==> config.mk <==
export PLATFORM = sky130hd
export DESIGN_NAME = in_service_ctrl
export DESIGN_NICKNAME = d
export VERILOG_FILES = /design/src/rtl/in_service_ctrl.sv
export SDC_FILE = /design/constraint.sdc
export NUM_CORES = 1
export LEC_CHECK = 0
export CORE_MARGIN = 2
export CORE_UTILIZATION = 50
export CTS_BUF_LIST = sky130_fd_sc_hd__clkbuf_4 sky130_fd_sc_hd__clkbuf_8 sky130_fd_sc_hd__clkbuf_16
export CTS_CLUSTER_SIZE = 12
export DETAILED_ROUTE_END_ITERATION = 10
export PLACE_DENSITY_LB_ADDON = 0.25
export SYNTH_ARGS = -nofsm -noshare
export SYNTH_HDL_FRONTEND = slang
export SYNTH_SLANG_ARGS = --single-unit
==> constraint.sdc <==
create_clock -name clk -period 5.61 [get_ports clk]
set_input_delay 0.8415 -clock clk [delete_from_list [all_inputs] [get_ports clk]]
set_output_delay 0.8415 -clock clk [all_outputs]
set_load 0.02 [all_outputs]
==> src/rtl/in_service_ctrl.sv <==
// in_service_ctrl
//   Back end of the 8259 priority resolver. Raises INT to the CPU from the
//   resolver's request, runs the two-pulse INTA acknowledge, holds the
//   In-Service Register and executes OCW2 EOI / rotation commands.
//
// Ports
//   clk, rst_n (sync, active-low), init (ICW1 write, same effect as reset)
//   int_flag, priority_id       resolver request and winning level
//   inta                        one-cycle strobe per INTA pulse
//   vector_base                 T7..T3 from ICW2
//   aeoi_mode                   AEOI bit from ICW4
//   ocw2_valid/cmd/level        OCW2 write {R,SL,EOI} and L2..L0
//   int_out                     INT to the CPU
//   irr_clear                   one-hot clear of the acknowledged IRR bit
//   is_status                   ISR contents
//   last_serviced               lowest-priority level when rotating
//   rotating_priority           rotation mode
//   vector_out, vector_valid    {vector_base, level}, valid for one cycle
//
// Build option
//   IN_SERVICE_CTRL_AEOI_EN : enables AEOI (aeoi_mode) and the AEOI-rotate
//   flag (OCW2 100/000). Without it the ISR is cleared only by EOI commands.
//
// state | meaning
// IDLE  | waiting for an interrupt request
// PEND  | int_out is high, waiting for INTA #1
// ACK1  | INTA #1 taken, waiting for INTA #2

module in_service_ctrl #(
   parameter int VECTOR_W = 5
) (
   input  logic                clk,
   input  logic                rst_n,
   input  logic                init,
   input  logic                int_flag,
   input  logic [2:0]          priority_id,
   input  logic                inta,
   input  logic [VECTOR_W-1:0] vector_base,
   input  logic                aeoi_mode,
   input  logic                ocw2_valid,
   input  logic [2:0]          ocw2_cmd,
   input  logic [2:0]          ocw2_level,
   output logic                int_out,
   output logic [7:0]          irr_clear,
   output logic [7:0]          is_status,
   output logic [2:0]          last_serviced,
   output logic                rotating_priority,
   output logic [7:0]          vector_out,
   output logic                vector_valid
);

   typedef enum logic [1:0] {
      S_IDLE = 2'd0,
      S_PEND = 2'd1,
      S_ACK1 = 2'd2
   } state_t;

   state_t     state_q, state_d;
   logic [2:0] ack_level_q, ack_level_d;
   logic       int_out_d, vector_valid_d, rot_d;
   logic [7:0] irr_clear_d, isr_d, vector_out_d;
   logic [7:0] isr_set, isr_clr;
   logic [2:0] last_d;
   logic       aeoi_active;

   logic       hp_found;
   logic [2:0] hp_level, scan_base, scan_idx;

`ifdef IN_SERVICE_CTRL_AEOI_EN
   logic aeoi_rot_q, aeoi_rot_d;
   assign aeoi_active = aeoi_mode;
`else
   logic unused_aeoi_mode;
   assign unused_aeoi_mode = aeoi_mode;
   assign aeoi_active      = 1'b0;
`endif

   // Highest-priority in-service level. Fully nested mode is the rotating
   // scan started just after level 7, i.e. lowest index first.
   always_comb begin
      hp_found  = 1'b0;
      hp_level  = 3'd0;
      scan_idx  = 3'd0;
      scan_base = rotating_priority ? last_serviced : 3'd7;
      for (int i = 1; i <= 8; i++) begin
         scan_idx = scan_base + 3'(i);
         if (!hp_found && is_status[scan_idx]) begin
            hp_found = 1'b1;
            hp_level = scan_idx;
         end
      end
   end

   always_comb begin
      state_d        = state_q;
      ack_level_d    = ack_level_q;
      int_out_d      = int_out;
      irr_clear_d    = 8'h00;
      vector_out_d   = vector_out;
      vector_valid_d = 1'b0;
      last_d         = last_serviced;
      rot_d          = rotating_priority;
      isr_set        = 8'h00;
      isr_clr        = 8'h00;
`ifdef IN_SERVICE_CTRL_AEOI_EN
      aeoi_rot_d     = aeoi_rot_q;
`endif

      unique case (state_q)
         S_IDLE: begin
            if (inta) begin
               // spurious acknowledge: answer with level 7, touch nothing
               ack_level_d = 3'd7;
               state_d     = S_ACK1;
            end else if (int_flag) begin
               int_out_d = 1'b1;
               state_d   = S_PEND;
            end
         end
         S_PEND: begin
            // int_flag dropping here is ignored: INT is never retracted
            if (inta) begin
               ack_level_d = priority_id;
               isr_set     = 8'h01 << priority_id;
               irr_clear_d = 8'h01 << priority_id;
               int_out_d   = 1'b0;
               state_d     = S_ACK1;
            end
         end
         S_ACK1: begin
            if (inta) begin
               vector_out_d   = 8'({vector_base, ack_level_q});
               vector_valid_d = 1'b1;
               state_d        = S_IDLE;
               if (aeoi_active) begin
                  isr_clr = 8'h01 << ack_level_q;
               end
`ifdef IN_SERVICE_CTRL_AEOI_EN
               if (aeoi_active && aeoi_rot_q) begin
                  last_d = ack_level_q;
               end
`endif
            end
         end
         default: state_d = S_IDLE;
      endcase

      if (ocw2_valid) begin
         unique case (ocw2_cmd)
            3'b001: begin
               if (hp_found) isr_clr = isr_clr | (8'h01 << hp_level);
            end
            3'b011: isr_clr = isr_clr | (8'h01 << ocw2_level);
            3'b101: begin
               if (hp_found) begin
                  isr_clr = isr_clr | (8'h01 << hp_level);
                  last_d  = hp_level;
                  rot_d   = 1'b1;
               end
            end
            3'b111: begin
               isr_clr = isr_clr | (8'h01 << ocw2_level);
               last_d  = ocw2_level;
               rot_d   = 1'b1;
            end
            3'b110: begin
               last_d = ocw2_level;
               rot_d  = 1'b1;
            end
            3'b100: begin
`ifdef IN_SERVICE_CTRL_AEOI_EN
               aeoi_rot_d = 1'b1;
`endif
            end
            3'b000: begin
`ifdef IN_SERVICE_CTRL_AEOI_EN
               aeoi_rot_d = 1'b0;
`endif
            end
            default: ;
         endcase
      end

      // a bit being set by INTA #1 wins over an EOI aimed at it
      isr_d = (is_status & ~isr_clr) | isr_set;
   end

   always_ff @(posedge clk) begin
      if (!rst_n || init) begin
         state_q           <= S_IDLE;
         ack_level_q       <= 3'd0;
         int_out           <= 1'b0;
         irr_clear         <= 8'h00;
         is_status         <= 8'h00;
         last_serviced     <= 3'b111;
         rotating_priority <= 1'b0;
         vector_out        <= 8'h00;
         vector_valid      <= 1'b0;
      end else begin
         state_q           <= state_d;
         ack_level_q       <= ack_level_d;
         int_out           <= int_out_d;
         irr_clear         <= irr_clear_d;
         is_status         <= isr_d;
         last_serviced     <= last_d;
         rotating_priority <= rot_d;
         vector_out        <= vector_out_d;
         vector_valid      <= vector_valid_d;
      end
   end

`ifdef IN_SERVICE_CTRL_AEOI_EN
   always_ff @(posedge clk) begin
      if (!rst_n || init) aeoi_rot_q <= 1'b0;
      else                aeoi_rot_q <= aeoi_rot_d;
   end
`endif

endmodule

## After elaboration in Yosys (flattened, before gate mapping)

Cells that the tools add are included.
Widths: inputs -> output; s select.

- Shift-type cells: 3
- Eq/ne operators: 14
- $add $sub $neg: 7
- Order comparisons: 8
- Bitwise logic cells: 4
- Reductions and logical operators: 28
- Muxes and demuxes: 55

Operators with widths:

| kind | count |
|---|---|
| $mux 3 | 12 |
| $lt 3x4->1 const B | 8 |
| $mux 8 | 4 |
| $bmux 1 s3 | 8 |
| $shl 1x3->8 const A | 3 |
| $mux 1 | 21 |
| $pmux 8 s2 | 1 |
| $add 3x3->3 const B | 4 |
| $ne 2x2->1 const B | 6 |
| $pmux 3 s2 | 2 |
| $eq 3x3->1 const B | 3 |
| $reduce_and 3->1 | 3 |
| $and 8x8->8 | 1 |
| $logic_not 1->1 | 8 |
| $mux 2 | 4 |
| $not 8->8 | 1 |
| $or 8x8->8 | 1 |
| $reduce_or 2->1 | 4 |
| $logic_and 1x1->1 | 7 |
| $add 3x2->3 const B | 2 |
| $pmux 2 s3 | 1 |
| $pmux 1 s2 | 2 |
| $reduce_and 4->1 | 1 |
| $reduce_bool 2->1 | 2 |
| 10 further kinds | 10 |

- Output and inout port bits: 30
- Flip-flop bits (word level): 35

## Longest topological paths before layout

- Depth after elaboration: 33
- Gate-level depth with buffers: 11

## Worst setup path before layout

OpenSTA, ideal clock, no wires.

- Path kind: register to register
- Start point: register last_serviced[1]
- End point: register is_status[1]
- Slack: 2.343 ns
- Stages on the path, launching flop included: 12
- Data arrival time: 3.137 ns
- Data required time: 5.479 ns
- Library setup time: 0.131 ns
- Cell sequence: dfxtp_1 and2b_1 inv_1 ha_1 xor2_4 mux4_2 nand3_1 nor3_2 a21boi_1 a2111o_1 nor3b_1 o211ai_1

- Longest elaborated chain between the ends: 33

RTL lines:

| what | RTL line | text |
|---|---|---|
| start: declaration | 46 | `output logic [2:0] last_serviced,` |
| start signal: assignment | 205 | `last_serviced <= last_d;` |
| $mux 3 (*) | 84 | `scan_base = rotating_priority ? last_serviced : 3'd7;` |
| $add 3x1->3 | 86 | `scan_idx = scan_base + 3'(i);` |
| $bmux 1 s3 | 87 | `if (!hp_found && is_status[scan_idx]) begin` |
| $mux 1 (not written as such) | 87 |  |
| $mux 1 | 87 |  |
| $logic_not 1->1 | 87 |  |
| $logic_and 1x1->1 | 87 |  |
| $mux 1 | 87 |  |
| [17 not listed] | -- |  |
| $mux 3 | 87 |  |
| $shl 1x3->8 | 151, 156 |  |
| $mux 8 (*) | 151, 155 |  |
| $pmux 8 s2 (*) | 149 | `unique case (ocw2_cmd)` |
| $mux 8 (*) | 148 | `if (ocw2_valid) begin` |
| $not 8->8 (*) | 185 | `isr_d = (is_status & ~isr_clr) \| isr_set;` |
| $and 8x8->8 (*) | 185 |  |
| $or 8x8->8 (*) | 185 |  |
| end signal: assignment | 204 | `is_status <= isr_d;` |
| end: declaration | 45 | `output logic [7:0] is_status,` |

Every way passes the cells marked *; elsewhere a longest branch is shown, timed or not. The select of a mux whose other input is x is not followed.
A chain may end at the register's enable or synchronous reset.

## Worst setup path after layout

- Start point: register rotating_priority
- End point: register is_status[1]

- Longest elaborated chain between the ends: 33

RTL lines:

| what | RTL line | text |
|---|---|---|
| start: declaration | 47 | `output logic rotating_priority,` |
| start signal: assignment | 206 | `rotating_priority <= rot_d;` |
| $mux 3 (*) | 84 |  |
| $add 3x1->3 | 86 |  |
| $bmux 1 s3 | 87 |  |
| $mux 1 (not written as such) | 87 |  |
| $mux 1 | 87 |  |
| $logic_not 1->1 | 87 |  |
| $logic_and 1x1->1 | 87 |  |
| $mux 1 | 87 |  |
| [17 not listed] | -- |  |
| $mux 3 | 87 |  |
| $shl 1x3->8 | 151, 156 |  |
| $mux 8 (*) | 151, 155 |  |
| $pmux 8 s2 (*) | 149 |  |
| $mux 8 (*) | 148 |  |
| $not 8->8 (*) | 185 |  |
| $and 8x8->8 (*) | 185 |  |
| $or 8x8->8 (*) | 185 |  |

Marks and branches as above.

==> impl_metrics.prom <==
# TYPE chip_impl_metric gauge
chip_impl_metric{name="netlist_instances",unit=""} 288
chip_impl_metric{name="fin_worst_hold_slack",unit="ps"} 498.8
chip_impl_info{name="min_path_type",value="register to register"} 1
chip_impl_metric{name="critical_path_buf_inv_count",unit=""} 1
chip_impl_metric{name="cellLeakagePower",unit="nW"} 1.147
chip_impl_metric{name="nFillCells",unit=""} 397
chip_impl_metric{name="async_flop_share",unit="%"} 0
chip_impl_metric{name="power",unit="mW"} 0.4871
chip_impl_info{name="yosysTopAreaCell",value="dfxtp_1"} 1
chip_impl_metric{name="die_w",unit="um"} 73.64
chip_impl_info{name="crit_path_start_kind",value="register"} 1
chip_impl_metric{name="power.density",unit="nW/um2"} 161.6
chip_impl_metric{name="cts-hold-fix-buffers",unit=""} 0
chip_impl_metric{name="cts-htree-levels",unit=""} 2
chip_impl_metric{name="overflow",unit=""} 0
chip_impl_metric{name="first_global_vias",unit=""} 2258
chip_impl_metric{name="final_antenna_diode_count",unit=""} 0
chip_impl_metric{name="fin_cells",unit=""} 386
chip_impl_metric{name="fp.coreArea",unit="um2"} 4692
chip_impl_info{name="yosys-top-cells-area",value="dfxtp_1, mux2i_1, mux4_2"} 1
chip_impl_metric{name="required",unit="ps"} 5780
chip_impl_metric{name="cell_internal_pwr",unit="mW"} 0.3621
chip_impl_metric{name="routed_via_density",unit=""} 6.269
chip_impl_info{name="tritoncts",value="yes"} 1
chip_impl_metric{name="detailedPlace.worstSlack",unit="ps"} 1668
chip_impl_metric{name="gp_routability_congestion",unit=""} 1.018
chip_impl_metric{name="finish.instance_area",unit="um2"} 3014
chip_impl_info{name="critical_path.endpoint_type",value="register"} 1
chip_impl_info{name="path_class",value="register to register"} 1
chip_impl_metric{name="drc",unit=""} 0
chip_impl_metric{name="hold_viol_final",unit=""} 0
chip_impl_metric{name="total_global_routing_track_utilization",unit="%"} 26.11
chip_impl_metric{name="final_util",unit="%"} 64.24
chip_impl_metric{name="dr.first_iter.drc_count",unit=""} 247
chip_impl_metric{name="die_height",unit="um"} 73.64
chip_impl_metric{name="cts_inserted_buffers",unit=""} 5
chip_impl_metric{name="grt_max_degree",unit=""} 20
chip_impl_metric{name="ys_types",unit=""} 66
chip_impl_metric{name="io_pins",unit=""} 51
chip_impl_metric{name="totalWireLength",unit="mm"} 6.617
chip_impl_metric{name="netSwitchingFraction",unit="%"} 25.67
chip_impl_metric{name="net-switching-power",unit="mW"} 0.1251
chip_impl_metric{name="post-dp-hpwl",unit="mm"} 4.813
chip_impl_metric{name="timing.clock.skew",unit="ps"} 6.630
chip_impl_info{name="grt_setup_unrepaired",value="false"} 1
chip_impl_metric{name="synth.avg_cell_area",unit="um2"} 8.420
chip_impl_metric{name="synthesis.area",unit="um2"} 2425
chip_impl_metric{name="drv_slew",unit=""} 0
chip_impl_metric{name="timing.final.ws_setup",unit="ps"} 1578
chip_impl_metric{name="wl_per_cell",unit="um"} 17.14
chip_impl_metric{name="clk_pin_slew",unit="ps"} 80
chip_impl_metric{name="detailroute.via_count",unit=""} 2420
chip_impl_info{name="crit_slowest_cell",value="dfxtp_1"} 1
chip_impl_metric{name="power.share.sequential",unit="%"} 52.6
chip_impl_metric{name="fp.dieArea",unit="um2"} 5423
chip_impl_metric{name="timing.final.crit_share",unit="%"} 71.87
chip_impl_metric{name="clock_sinks",unit=""} 35
chip_impl_metric{name="comb_power_share",unit="%"} 10.0
chip_impl_metric{name="grt_first_pass_wirelength",unit="mm"} 10.95
chip_impl_metric{name="ff2ff_setup_slack",unit="ps"} 1580
chip_impl_metric{name="post_cts_buffers",unit=""} 0
chip_impl_metric{name="synth.yosys.warnings",unit=""} 0
chip_impl_metric{name="cp_data_arrival_time",unit="ps"} 4200
chip_impl_metric{name="path_max_fanout",unit=""} 15
chip_impl_metric{name="synth-seq-cells",unit=""} 35
chip_impl_metric{name="postCtsResizedCells",unit=""} 0
chip_impl_metric{name="synth_sequential_area_ratio",unit="%"} 28.90
chip_impl_metric{name="delay_of_the_slowest_cell_on_the_worst_path",unit="ps"} 600
chip_impl_metric{name="synth_enable_flop_cells",unit=""} 0
chip_impl_metric{name="fin_tns_setup",unit="ps"} 0
chip_impl_metric{name="ant_nets",unit=""} 0
chip_impl_info{name="root_driver",value="clkbuf_8"} 1
chip_impl_metric{name="minimum_clock_period_after_layout",unit="ps"} 4032
chip_impl_metric{name="cts.path.max_buffers",unit=""} 2
chip_impl_metric{name="firstDrtPassIters",unit=""} 7
chip_impl_metric{name="placementRows",unit=""} 25
chip_impl_metric{name="final_number_of_setup_violating_endpoints",unit=""} 0
chip_impl_metric{name="tightestPinTransition",unit="ps"} 944.1
chip_impl_metric{name="number_of_antenna_violations_at_the_first_check_in_global_routing",unit=""} 0
chip_impl_metric{name="timing.slew.headroom",unit="%"} 36.93
chip_impl_metric{name="io_buffers",unit=""} 49
chip_impl_metric{name="area_delta_synth_final",unit="%"} 24.30
chip_impl_info{name="run_status",value="completed"} 1
chip_impl_metric{name="max_cap_violations",unit=""} 0
chip_impl_info{name="post_synth_most_frequent_cells",value="dfxtp_1, nor2_1, mux2i_1, nand2_1, a21oi_1"} 1
chip_impl_metric{name="share_clk_of_total_power",unit="%"} 37.4
chip_impl_info{name="yosys.cell_count.top_type",value="dfxtp_1"} 1
chip_impl_metric{name="worst_skew_pair.late_latency",unit="ps"} 290
chip_impl_metric{name="synth_top_cell_area_share",unit="%"} 28.90
chip_impl_metric{name="irDropWorstVdd",unit="V"} 0.0001553
chip_impl_metric{name="max_freq",unit="MHz"} 248.0
chip_impl_metric{name="final_layout_size_suffix_gt1_share",unit="%"} 8.735
chip_impl_metric{name="initial_core_util",unit="%"} 51.68
chip_impl_info{name="cp_cell_sequence",value="and2b_1 -> inv_1 -> ha_1 -> xor2_4 -> mux4_2 -> nand3_1 -> nor3_2 -> a21boi_1 -> a2111o_1 -> nor3b_1 -> o211ai_1"} 1
chip_impl_metric{name="placedCellCount",unit=""} 378
chip_impl_info{name="flip_flop_cell_with_the_highest_count_after_synthesis",value="dfxtp_1"} 1
chip_impl_metric{name="detailed_place.area",unit="um2"} 2925
chip_impl_metric{name="nNetsFinal",unit=""} 353
chip_impl_info{name="timing.critical_path.max_delay_family",value="simple AND/OR/NAND/NOR gates"} 1
chip_impl_metric{name="synth.net_count",unit=""} 310
==> power by group through the flow <==
| stage | logic [mW] | registers [mW] | clock network, mW |
|---|---|---|---|
| after floorplan | 0.0241 | 0.261 | 0 |
| after global placement | 0.0477 | 0.262 | 0 |
| after detailed placement | 0.0482 | 0.262 | 0 |
| after CTS | 0.0486 | 0.256 | 0.189 |
| after global routing | 0.0541 | 0.257 | 0.198 |
| final | 0.0488 | 0.256 | 0.182 |
==> worst min-delay path: cells and delay by family (launching register included) <==
kind / cells / cell delay [ps]
mux: 1 / 70
simple gates: 1 / 70
flops: 1 / 330
==> layout by cell type, fill, tap and decap left out, types with 3 or more instances in the layout <==
cell,n
nand2_1,24
nand2b_1,6
o21ai_1,6
nor2_1,30
nand3_1,13
a211o_1,3
dfxtp_1,35
mux4_2,6
o22ai_1,5
clkdlybuf4s50_1,49
nor3b_1,5
mux2i_1,24
nor2b_1,5
nand3b_1,3
a31oi_1,3
a21oi_1,14
o21ai_0,13
nand4_1,4
inv_1,10
a211oi_1,4
o211ai_1,7
nor3_1,3
clkbuf_8,5
==> final cells by class <==
| class | count | area [um2] | area share [%] |
|---|---|---|---|
| inverters | 12 | 45.04 | 1.494 |
| flip-flops and latches | 35 | 700.7 | 23.25 |
| well taps | 54 | 67.56 | 2.242 |
| clock inverters | 3 | 20.02 | 0.6642 |
| clock buffers | 5 | 68.82 | 2.283 |
| multi-input cells | 228 | 1622 | 53.80 |
| repair buffers | 49 | 490.5 | 16.27 |
==> sequential cells by signal, summed over array words and instances, names as in the netlist <==
| signal | count |
|---|---|
| vector_out | 8 |
| irr_clear | 8 |
| rotating_priority | 1 |
| vector_valid | 1 |
| last_serviced | 3 |
| is_status | 8 |
| state_q | 2 |
| ack_level_q | 3 |
| int_out | 1 |
==> path summary, 6_finish.rpt <==
| check | end | depth (start not counted) | from |
|---|---|---|---|
| max reg2reg | is_status[1]$_SDFF_PP0_ | 11 | rotating_priority$_SDFFE_PP0P_ |
| max | is_status[1]$_SDFF_PP0_ | 11 | rotating_priority$_SDFFE_PP0P_ |
| min reg2reg | vector_out[6]$_SDFFE_PP0P_ | 2 | vector_out[6]$_SDFFE_PP0P_ |
| min | vector_out[6]$_SDFFE_PP0P_ | 2 | vector_out[6]$_SDFFE_PP0P_ |
==> logic make-up (layout without fill, tap and decap cells) <==
| group | Yosys count | after routing | synth area share [%] |
|---|---|---|---|
| buf+inv | 25 | 69 | 4.231 |
| flops | 35 | 35 | 28.90 |
| simple gates | 110 | 110 | 23.74 |
| fa+ha+maj | 1 | 1 | 0.5159 |
| xor+xnor | 3 | 3 | 1.858 |
| mux | 35 | 35 | 18.11 |
| compound gates | 79 | 79 | 22.65 |
==> layer usage <==
metal	GRT usage [%]	part of all wire (%)
met5	0	0
met4	10.51	2.3
met3	4.801	7.2
met2	41.37	48
met1	35.07	43
Power figures use the tool's default switching activity.
